**config.mk**
```make
export PLATFORM = sky130hd
export DESIGN_NAME = fp_norm_round
export DESIGN_NICKNAME = d
export VERILOG_FILES = /design/src/rtl/fp_norm_round.sv
export SDC_FILE = /design/constraint.sdc
export NUM_CORES = 1
export LEC_CHECK = 0
export BUFFER_PORTS_ARGS = -buffer_cell sky130_fd_sc_hd__buf_2
export CAP_MARGIN = 20
export CORE_MARGIN = 2
export CORE_UTILIZATION = 41
export DETAILED_ROUTE_END_ITERATION = 6
export PLACE_DENSITY = 0.7
export SLEW_MARGIN = 25
export SYNTH_ARGS = -nofsm -noshare
export SYNTH_HDL_FRONTEND = slang
export SYNTH_SLANG_ARGS = --single-unit
```
**constraint.sdc**
```tcl
create_clock -name i_clk -period 9.59 [get_ports i_clk]
set_input_delay 2.877 -clock i_clk [delete_from_list [all_inputs] [get_ports i_clk]]
set_output_delay 2.877 -clock i_clk [all_outputs]
set_load 0.05 [all_outputs]
```
**src/rtl/fp_norm_round.sv**
```systemverilog
// Normalize/round back end of the sequential binary32 multiplier: walks the raw
// product into place one shift per cycle, rounds to nearest-even and packs the result.
module fp_norm_round #(
   parameter int EXP_W   = 10,
   parameter int MAN_W   = 48,
   parameter int MAX_RSH = 26
) (
   input  logic                    i_clk,
   input  logic                    i_rst,
   input  logic                    i_start,
   input  logic                    i_sign,
   input  logic signed [EXP_W-1:0] i_exp,
   input  logic [MAN_W-1:0]        i_mant,
   input  logic [1:0]              i_class,
   output logic [31:0]             o_res,
   output logic                    o_valid,
   output logic                    o_busy
);

   typedef enum logic [1:0] {IDLE, NORM, ROUND, DONE} state_t;

   localparam logic signed [EXP_W-1:0] EXP_ONE      = EXP_W'(1);
   localparam logic signed [EXP_W-1:0] EXP_COLLAPSE = EXP_W'(1 - MAX_RSH);
   localparam logic signed [EXP_W:0]   EXP_INF      = (EXP_W+1)'(255);

   state_t                  state;
   logic                    sign;
   logic signed [EXP_W-1:0] exp;
   logic [MAN_W-1:0]        mant;
   logic                    sticky;

   logic [22:0]             frac;
   logic                    guardBit;
   logic                    stickyAll;
   logic                    roundUp;
   logic [24:0]             roundSum;
   logic signed [EXP_W:0]   expRnd;
   logic                    hiddenRnd;
   logic [22:0]             fracRnd;
   logic [31:0]             packedRes;

   // A carry out of the 24-bit significand bumps the exponent; a subnormal that
   // rounds up into the hidden bit becomes the minimum normal on its own.
   always_comb begin
      frac      = mant[MAN_W-3 -: 23];
      guardBit  = mant[MAN_W-26];
      stickyAll = sticky | (|mant[MAN_W-27:0]);
      roundUp   = guardBit & (stickyAll | frac[0]);
      roundSum  = {1'b0, mant[MAN_W-2], frac} + {24'd0, roundUp};
      expRnd    = {exp[EXP_W-1], exp} + {{EXP_W{1'b0}}, roundSum[24]};
      hiddenRnd = roundSum[24] | roundSum[23];
      fracRnd   = roundSum[24] ? 23'd0 : roundSum[22:0];
      if (expRnd >= EXP_INF)
         packedRes = {sign, 8'hFF, 23'd0};
      else
         packedRes = {sign, hiddenRnd ? expRnd[7:0] : 8'd0, fracRnd};
   end

   always_ff @(posedge i_clk or negedge i_rst) begin
      if (!i_rst) begin
         state   <= IDLE;
         sign    <= 1'b0;
         exp     <= '0;
         mant    <= '0;
         sticky  <= 1'b0;
         o_res   <= '0;
         o_valid <= 1'b0;
         o_busy  <= 1'b0;
      end else begin
         case (state)
            IDLE: begin
               o_valid <= 1'b0;
               // o_busy is still high during the o_valid cycle, which blocks a restart there
               if (i_start && !o_busy) begin
                  sign   <= i_sign;
                  exp    <= i_exp;
                  mant   <= i_mant;
                  sticky <= 1'b0;
                  o_busy <= 1'b1;
                  if (i_class == 2'b11) begin
                     o_res <= '1;
                     state <= DONE;
                  end else if (i_class == 2'b10) begin
                     o_res <= {i_sign, 8'hFF, 23'd0};
                     state <= DONE;
                  end else if (i_class == 2'b01 || i_mant == '0) begin
                     o_res <= {i_sign, 31'd0};
                     state <= DONE;
                  end else begin
                     state <= NORM;
                  end
               end else begin
                  o_busy <= 1'b0;
               end
            end
            NORM: begin
               if (exp < EXP_COLLAPSE) begin
                  sticky <= sticky | (|mant);
                  mant   <= '0;
                  exp    <= EXP_ONE;
                  state  <= ROUND;
               end else if (mant[MAN_W-1] || exp < EXP_ONE) begin
                  mant   <= mant >> 1;
                  sticky <= sticky | mant[0];
                  exp    <= exp + EXP_ONE;
               end else if (!mant[MAN_W-2] && exp > EXP_ONE) begin
                  mant <= mant << 1;
                  exp  <= exp - EXP_ONE;
               end else begin
                  state <= ROUND;
               end
            end
            ROUND: begin
               o_res <= packedRes;
               state <= DONE;
            end
            DONE: begin
               o_valid <= 1'b1;
               state   <= IDLE;
            end
            default: state <= IDLE;
         endcase
      end
   end

endmodule

```
==> impl_metrics.tcl, run 1 <==
set metrics [dict create \
    cts_tree "built" \
    setup_viol 0 \
    core_area_mm2 0.01459 \
    start_util 0.4222 \
    dr.pass1.iters 5 \
    worst-slew-pin-transition_ns 0.7971 \
    holdCritStartpoint "o_res[30]$_DFFE_PN0P_" \
    hp-class "reg2reg" \
    floorplan.die.height_um 126.6 \
    wl_per_cell_um 18.29 \
    multi_input_area_mm2 0.003367 \
    slew_headroom 0.4686 \
    yosysUniqueCellTypes 65 \
    cap_violations 0 \
    drive_gt1_frac 0.1829 \
    clock-sinks 96 \
    synthesis.area_mm2 0.006160 \
    fillCellCount 1459 \
    cp.arrival_ns 5.53 \
    cts_setup_buffers 0 \
    routed_wl_um 17470 \
    most-common-layout-cells "96 x dfrtp_1, 96 x buf_2, 85 x nand2_1" \
    cp_max_fo 35 \
    globalRouteTotalUtil 0.2203 \
    fin_skew_ns 0.01133 \
    pwr_density_cell_mw_per_mm2 385.1 \
    vias 5820 \
    clk_latency_ns 0.36 \
    worst_r2r_startpoint "mant[23]$_DFFE_PN0P_" \
    ys_seq_area_frac 0.3900 \
    synth_top_family_by_area "simple AND/OR/NAND/NOR gates" \
    status "complete, no violations" \
    cts_inserted_buffers 9 \
    crit_path_start_kind "primary input" \
    fin_area_mm2 0.006889 \
    first_global_vias 5395 \
    synthXorXnorAreaFrac 0.03697 \
    clk_path_buf_depth 2 \
    via_per_inst 6.094 \
    path_class "in2reg" \
    ir_drop_uv 139.4 \
    finalMaxSlewViolations 0 \
    nNetsFinal 842 \
    antenna_found_initial 0 \
    ys_ff_latch 96 \
    grt.overflow.total 0 \
    synth_edf_count 0 \
    synth-simple-area-share 0.2503 \
    stdcell_count 955 \
    crit_required_ns 9.83 \
    syn_area_per_cell_um2 8.567 \
    ant_nets 0 \
    synth_cells 719 \
    dp_cells 940 \
    async_reset_ff_frac 1.000 \
    syn-num-nets 794 \
    antenna_cells 0 \
    rsz0062_at_grt "false" \
    end_kind "flop" \
    htree_num_levels 3 \
    yosys.area_share.adder 0.02234 \
    clk_pin_slew_ns 0.06 \
    grt_pass1_wl_um 28550 \
    drc 0 \
    hold_path_depth 2 \
    cts.repair.resized 0 \
    synth-compound-area-share 0.2303 \
    die_w_um 126.6 \
    seq_area_mm2 0.002402 \
    worstReg2RegEnd "o_res[27]$_DFFE_PN0P_" \
    timing.final.crit_share 0.5525 \
    fmax_mhz 188.7 \
    ys_warn_count 0 \
    hpwl_um 12290 \
    pin_count 98 \
    min_to "o_res[30]$_DFFE_PN0P_" \
    final_hold_viol_count 0 \
    r2r_setup_slack_ns 5.49 \
    port_buffers 97 \
    yosys_most_used_dff "dfrtp_1" \
    final_util 0.4722 \
    fp.dieArea_mm2 0.01602 \
    grt_start_max_net_pins 89 \
    startpoint "i_mant[30]" \
    reg2regPathDepth 13 \
    place_area_mm2 0.006581 \
    fin_crit_ns 5.299 \
    synthMuxAreaShare 0.005688 \
    drt-initial-drc-count 608 \
    gp_congestion 0.9021 \
    final.setup.tns_ns 0 \
    rows 44 \
    holdBufCountCts 0 \
    syn_to_final_growth_pct 11.84 \
    cts_root_buffer "clkbuf_16" \
    leakage_nw 2.950 \
]
## cells in the mapped netlist (10+ instances only)
library cell  number  area (µm²)
dfrtp_1           96        2402
nand2_1           85       319.1
nor2_1            59       221.5
and3_1            50       312.8
o21ai_1           47       235.2
a221oi_1          44       385.4
clkbuf_1          35       131.4
nor4_1            27       168.9
a21oi_1           23       115.1
o21ai_0           20       100.1
nand3_1           19       95.09
nor3_1            18       90.09
nand4_1           14       87.58
buf_2             13       65.06
xnor2_1           13       113.9
xor2_1            13       113.9
inv_1             12       45.04
o22a_1            12       105.1
a211oi_1          11       82.58
ha_1              11       137.6
a31oi_1           10       62.56
## metrics by stage
| step | setup WS [ns] | total power, W | hold slack (ns) |
|---|---|---|---|
| floorplan | 5.161 | 0.001967 | 0.4450 |
| global placement | 4.066 | 0.002241 | 0.4593 |
| detailed placement | 3.995 | 0.002265 | 0.4783 |
| CTS | 4.365 | 0.002651 | 0.4925 |
| global route | 4.201 | 0.002842 | 0.5061 |
| finish | 4.291 | 0.002653 | 0.4853 |
## sequential cells by signal (all words and copies together), names as in the netlist
register  count
exp          10
mant         48
o_busy        1
o_res        32
o_valid       1
sign          1
state         2
sticky        1
## worst max-delay path: stages
cell and delay (ns):
buf_2 0.11, nor4_1 0.45, nand4_1 0.18, nor3_1 0.51, a31o_2 0.70, nand2_1 0.43, o22a_1 0.28
## where the power goes
part / total (W) / leakage [nW] / switching, W / internal (W)
logic: 0.00139 / 1.63 / 0.000938 / 0.000451
registers: 0.000881 / 1.18 / 0.000273 / 0.000608
clock network: 0.000382 / 0.143 / 0.000154 / 0.000228
## how the worst max path moves through the flow
stage | end | slack, ns | cells after the start
2_1_floorplan | o_res[0]$_DFFE_PN0P_ | 5.16 | 8
3_3_place_gp | o_res[6]$_DFFE_PN0P_ | 4.07 | 7
3_5_place_dp | o_res[6]$_DFFE_PN0P_ | 4.00 | 7
4_1_cts | o_res[6]$_DFFE_PN0P_ | 4.36 | 7
5_1_grt | o_res[20]$_DFFE_PN0P_ | 4.20 | 7
6_report | o_res[6]$_DFFE_PN0P_ | 4.29 | 7
## final cells by class
| type | instances | area share |
|---|---|---|
| Sequential cell | 96 | 0.3487 |
| Inverter | 13 | 0.007083 |
| Multi-Input combinational cell | 544 | 0.4887 |
| Tap cell | 184 | 0.03342 |
| Timing Repair Buffer | 103 | 0.07791 |
| Clock inverter | 3 | 0.009807 |
| Clock buffer | 12 | 0.03433 |
## cell families (layout without fill, tap and decap cells)
group	after synthesis	in the layout
XOR/XNOR	26	26
AND/OR/NAND/NOR	301	301
multiplexers	3	3
buffers and inverters	79	131
flip-flops	96	96
adder cells (fa/ha/maj)	11	11
AO/OA/AOI/OAI	203	203
## metal layers
metal	up-vias	routed length, µm	track usage
met5	-	0	0
met4	0	363	0.07563
met3	28	1281	0.03501
met2	257	7771	0.3262
met1	2760	8054	0.3271
li1	2775	-	-
Power figures use the tool's default switching activity.
==> inputs of run 2 (changes only) <==
ABC_AREA = 1   (was not set)
clock period = 5.4 ns   (was 9.59 ns; I/O delays follow)
==> impl_metrics.tcl, run 2 <==
set metrics [dict create \
    status "complete, no violations" \
    finalMaxSlewViolations 0 \
    synthTopCellsByCount "241 x nand2_1, 168 x nor2_1, 136 x o21ai_0" \
    syn_area_per_cell_um2 6.643 \
    fin_crit_ns 3.771 \
    hpwl_um 12560 \
    htree_num_levels 3 \
    synth_most_common_cell "nand2_1" \
    via_per_inst 5.094 \
    final_hold_viol_count 0 \
    final.setup.tns_ns 0 \
    hold_path_depth 2 \
    final_util 0.4697 \
    crit_required_ns 5.64 \
    synth_top_area_share 0.3679 \
    globalRouteTotalUtil 0.2068 \
    slew_headroom 0.3509 \
    synth_top_area_cell "dfrtp_1" \
    syn_to_final_growth_pct 13.01 \
    grt.overflow.total 0 \
    drt-initial-drc-count 468 \
    cp_top_family "simple AND/OR/NAND/NOR gates" \
    synthesis.area_mm2 0.006530 \
    yosysUniqueCellTypes 33 \
    antenna_found_initial 0 \
    wl_per_cell_um 13.39 \
    r2r_setup_slack_ns 1.63 \
    rsz0062_at_grt "false" \
    nNetsFinal 1125 \
    dr.pass1.iters 5 \
    timing.final.crit_share 0.6983 \
    path_class "reg2reg" \
    gp_congestion 0.8946 \
    end_kind "flop" \
    hp-class "reg2reg" \
    crit_path_start_kind "flop" \
    ant_nets 0 \
    cts_tree "built" \
    vias 6475 \
    cts_root_buffer "clkbuf_16" \
    fmax_mhz 265.2 \
    syn-num-nets 1058 \
    cp.arrival_ns 4.02 \
    synth_cells 983 \
    start_util 0.4156 \
    fp.dieArea_mm2 0.01695 \
    slowest_stage "nand2_2" \
    power_w 0.004841 \
    drive_gt1_frac 0.1270 \
    leakage_nw 3.515 \
    fillCellCount 1656 \
    clk_path_buf_depth 2 \
    yosys_most_used_dff "dfrtp_1" \
    cts.repair.resized 0 \
    most-common-layout-cells "240 x nand2_1, 168 x nor2_1, 136 x o21ai_0" \
    worst-slew-pin-transition_ns 0.9722 \
    holdBufCountCts 0 \
    whs_ns 0.4871 \
    rows 46 \
    min_to "sign$_DFFE_PN0P_" \
    floorplan.die.height_um 130.2 \
    synth_edf_count 0 \
    drc 0 \
    ys_warn_count 0 \
    ir_drop_uv 299.1 \
    largest-register "mant" \
    critPathBufInv 3 \
    worst_r2r_startpoint "exp[0]$_DFFE_PN0P_" \
    async_reset_ff_frac 1.000 \
    cts_setup_buffers 0 \
    clk_pin_slew_ns 0.07 \
    worstReg2RegEnd "exp[2]$_DFFE_PN0P_" \
    fin_area_mm2 0.007380 \
    ys_ff_latch 96 \
    path_cells "inv_1, ha_1, nand2_2, nor2_1, nand2_1, nand3_4, inv_2, nand2_4, nand2_2, nand2_2, buf_4, nand2_1, nor2_1, nor2_1" \
    cts_inserted_buffers 9 \
    grt_start_max_net_pins 68 \
    grt_pass1_wl_um 27810 \
    clk_latency_ns 0.35 \
    largest_reg_flops 48 \
    reg2regPathDepth 14 \
    pwr_density_cell_mw_per_mm2 656.1 \
    synth_area_leaders "dfrtp_1 37%, nand2_1 14%, o21ai_0 10%" \
    clock-sinks 96 \
    critPathMaxStageDelay_ns 0.72 \
    final_common_cell "nand2_1" \
    cp_max_fo 67 \
    antenna_cells 0 \
    cap_violations 0 \
    die_w_um 130.2 \
    pin_count 98 \
    first_global_vias 5603 \
    top_regs "mant x48, o_res x32, exp x10" \
    setup_viol 0 \
    port_buffers 97 \
    place_area_mm2 0.007071 \
    core_area_mm2 0.01571 \
    fin_skew_ns 0.007532 \
    holdCritStartpoint "sign$_DFFE_PN0P_" \
    ys_seq_area_frac 0.3679 \
    routed_wl_um 17010 \
]
==> run 2: changes by cell type in the layout (fill, tap and decap cells not counted), moves of 36 or more <==
cell      change
o21ai_0     +116
inv_1        +82
o21ai_1      -36
a221oi_1     -44
and3_1       -50
nor2_1      +109
nand2_1     +155
==> run 2: logic make-up (layout without fill, tap and decap cells) <==
kind of cell    Yosys count  count (layout)  synth area share
simple gates            507             507            0.3232
buf+inv                 140             212           0.09197
flops                    96              96            0.3679
fa+ha+maj                11              11           0.02108
compound gates          204             204            0.1623
xor+xnor                 25              25           0.03353
==> run 2: layout make-up <==
type                            count  area (µm²)  area share
Inverter                           96       360.3     0.04883
Timing Repair Buffer              100       510.5     0.06918
Clock inverter                      6       67.56    0.009156
Sequential cell                    96        2402      0.3255
Multi-Input combinational cell    747        3530      0.4783
Clock buffer                       10       239.0     0.03238
Tap cell                          216       270.3     0.03662
==> run 2: stage by stage <==
stage / setup slack [ns] / std cells
after floorplan: 2.448 / 983
after global placement: 1.640 / 1255
after detailed placement: 1.608 / 1255
after CTS: 1.682 / 1271
after global routing: 1.196 / 1271
final: 1.629 / 1271
==> run 2: layer usage <==
metal / track usage / up-vias / wire (µm)
li1: - / 3331 / -
met1: 0.3177 / 2925 / 8455
met2: 0.2950 / 198 / 7233
met3: 0.03075 / 21 / 1008
met4: 0.06958 / 0 / 316
met5: 0 / - / 0
==> run 2: how the worst max path moves through the flow <==
stage | slack (ns) | cells past startpoint | from | end
2_1_floorplan | 2.45 | 11 | i_mant[34] | o_res[0]$_DFFE_PN0P_
3_3_place_gp | 1.64 | 9 | i_start | exp[2]$_DFFE_PN0P_
3_5_place_dp | 1.61 | 9 | i_start | exp[2]$_DFFE_PN0P_
4_1_cts | 1.68 | 14 | exp[0]$_DFFE_PN0P_ | exp[2]$_DFFE_PN0P_
5_1_grt | 1.20 | 21 | mant[22]$_DFFE_PN0P_ | o_res[30]$_DFFE_PN0P_
6_report | 1.63 | 14 | exp[0]$_DFFE_PN0P_ | exp[2]$_DFFE_PN0P_
==> run 2: worst register-to-register path, stage by stage, from the launching register on <==
cell,delay (ns)
dfrtp_1,0.49
inv_1,0.26
ha_1,0.29
nand2_2,0.10
nor2_1,0.11
nand2_1,0.11
nand3_4,0.15
inv_2,0.13
nand2_4,0.38
nand2_2,0.14
nand2_2,0.72
buf_4,0.51
nand2_1,0.11
nor2_1,0.12
nor2_1,0.05
==> run 2: report_power, final <==
group          internal [W]  leakage [nW]  switching (W)
Sequential          0.00110          1.15       0.000314
Clock              0.000374         0.145       0.000292
Combinational      0.000761          2.22        0.00200
==> inputs of run 3 (changes only) <==
clock period = 3.9 ns   (was 5.4 ns; I/O delays follow)
==> impl_metrics.tcl, run 3 (synthesis results as in run 2) <==
set metrics [dict create \
    status "complete, no violations" \
    gp_congestion 0.9161 \
    grt.overflow.total 0 \
    cp_max_fo 31 \
    routed_wl_um 17870 \
    worstReg2RegEnd "o_res[28]$_DFFE_PN0P_" \
    final_util 0.4750 \
    final.setup.tns_ns 0 \
    clock-sinks 96 \
    via_per_inst 5.040 \
    floorplan.die.height_um 130.2 \
    vias 6451 \
    holdBufCountCts 0 \
    pwr_density_cell_mw_per_mm2 920.7 \
    reg2regPathDepth 21 \
    core_area_mm2 0.01571 \
    clockPowerShare 0.135 \
    min_to "o_valid$_DFFE_PN0P_" \
    rows 46 \
    fin_ws_ns 0.5074 \
    fp.dieArea_mm2 0.01695 \
    routed-wl-met2_um 7785 \
    p_switching_w 0.003696 \
    holdCritStartpoint "o_valid$_DFFE_PN0P_" \
    first_global_vias 5829 \
    ant_nets 0 \
    whs_ns 0.4861 \
    fin_skew_ns 0.006843 \
    grt_pass1_wl_um 28770 \
    m1WireLength_um 8862 \
    leakage_nw 3.570 \
    final_hold_viol_count 0 \
    cts_root_buffer "clkbuf_16" \
    place_ws_ns 0.4005 \
    fillCellCount 1662 \
    r2r_setup_slack_ns 0.51 \
    wl_per_cell_um 13.96 \
    seq_area_mm2 0.002402 \
    hp-class "reg2reg" \
    grt_start_max_net_pins 71 \
    top_layer "met4" \
    crit_required_ns 4.17 \
    start_util 0.4156 \
    path_class "reg2reg" \
    cts.repair.resized 0 \
    ir_drop_uv 317.2 \
    htree_num_levels 3 \
    sw_frac_of_total 0.5378 \
    largest_reg_flops 48 \
    slew_headroom 0.3850 \
    crit_path_start_kind "flop" \
    end_kind "flop" \
    largest-register "mant" \
    multi_input_area_mm2 0.003532 \
    fin_crit_ns 3.393 \
    internal_power_w 0.003176 \
    critPathMaxStageDelay_ns 0.35 \
    nNetsFinal 1134 \
    clk_latency_ns 0.36 \
    hold_path_depth 2 \
    worst_r2r_startpoint "mant[23]$_DFFE_PN0P_" \
    top_regs "mant x48, o_res x32, exp x10" \
    dr.pass1.iters 6 \
    cp_common_cell "nand2_1" \
    critPathBufInv 1 \
    p_comb_frac 0.579 \
    worst-slew-pin-transition_ns 0.9192 \
    path_cells "nand2_1, inv_1, ha_1, nand2_1, nor2_2, nand3b_1, nor2_2, nand2_1, nor2_1, ha_1, ha_1, nand3_1, o21ai_0, nand2_1, nor2_1, nand3_1, nand2_1, nand2_4, nand2_1, nand2_1, a21oi_1" \
    slowest_stage "dfrtp_1" \
    cp_top_family "simple AND/OR/NAND/NOR gates" \
    cap_violations 0 \
    cp.arrival_ns 3.66 \
    antenna_cells 0 \
    cts_tree "built" \
    setup_viol 0 \
    hpwl_um 12980 \
    port_buffers 97 \
    globalRouteTotalUtil 0.2148 \
    drive_gt1_frac 0.1325 \
    antenna_found_initial 0 \
    rsz0062_at_grt "false" \
    syn_to_final_growth_pct 14.29 \
    finalMaxSlewViolations 0 \
    fmax_mhz 294.8 \
    timing.final.crit_share 0.8699 \
    power.share.sequential 0.286 \
    die_w_um 130.2 \
    dr_wl_met3_um 940 \
    most-common-layout-cells "241 x nand2_1, 168 x nor2_1, 136 x o21ai_0" \
    clk_path_buf_depth 2 \
    drt-initial-drc-count 522 \
    drc 0 \
    cts_inserted_buffers 9 \
    clk_pin_slew_ns 0.07 \
    pin_count 98 \
    final_common_cell "nand2_1" \
    cts_setup_buffers 0 \
]
[run 3: changes by cell type in the layout (fill, tap and decap cells not counted)]
cell / delta
nand2_4: +1
clkinvlp_4: -1
nand2_1: +1
clkbuf_1: +1
buf_12: +1
buf_4: +8
clkbuf_8: +1
nand2_2: -2
clkinv_4: -1
[run 3: power by group through the flow]
stage	registers, W	clock network (W)	logic (W)
2_1_floorplan	0.00243	0	0.00258
3_3_place_gp	0.00197	0	0.00391
3_5_place_dp	0.00198	0	0.00394
4_1_cts	0.00196	0.000944	0.00397
5_1_grt	0.00203	0.000989	0.00446
6_report	0.00197	0.000928	0.00398
[run 3: worst min-delay path, stage by stage, from the launching register on]
cell     delay [ns]
dfrtp_1        0.35
nand2_1        0.05
nand2_1        0.05
[run 3: cell type report]
cell class,count,share of cell area
clock buffer,12,0.03437
clock inverter,4,0.006873
sequential,96,0.3219
tap,216,0.03621
timing repair buffer,109,0.07913
multi-input combinational,747,0.4733
inverter,96,0.04828
[run 3: through the flow]
step | total power (W) | area [µm²] | std cells
after CTS | 0.006870 | 7458 | 1280
after detailed placement | 0.005922 | 7151 | 1264
after floorplan | 0.005010 | 6530 | 983
final | 0.006872 | 7463 | 1280
after global routing | 0.007481 | 7463 | 1280
after global placement | 0.005877 | 7151 | 1264
[run 3: how the worst max path moves through the flow]
stage,end,startpoint,cells past startpoint
3_5_place_dp,o_res[2]$_DFFE_PN0P_,mant[23]$_DFFE_PN0P_,20
6_report,o_res[28]$_DFFE_PN0P_,mant[23]$_DFFE_PN0P_,21
4_1_cts,o_res[2]$_DFFE_PN0P_,mant[22]$_DFFE_PN0P_,20
2_1_floorplan,o_res[18]$_DFFE_PN0P_,mant[22]$_DFFE_PN0P_,21
5_1_grt,o_res[27]$_DFFE_PN0P_,mant[22]$_DFFE_PN0P_,21
3_3_place_gp,o_res[23]$_DFFE_PN0P_,mant[22]$_DFFE_PN0P_,21
[run 3: routing by layer]
layer	global-route usage	vias to the layer above
li1	-	3336
met1	0.3118	2932
met2	0.3292	166
met3	0.03239	17
met4	0.06958	0
met5	0	-
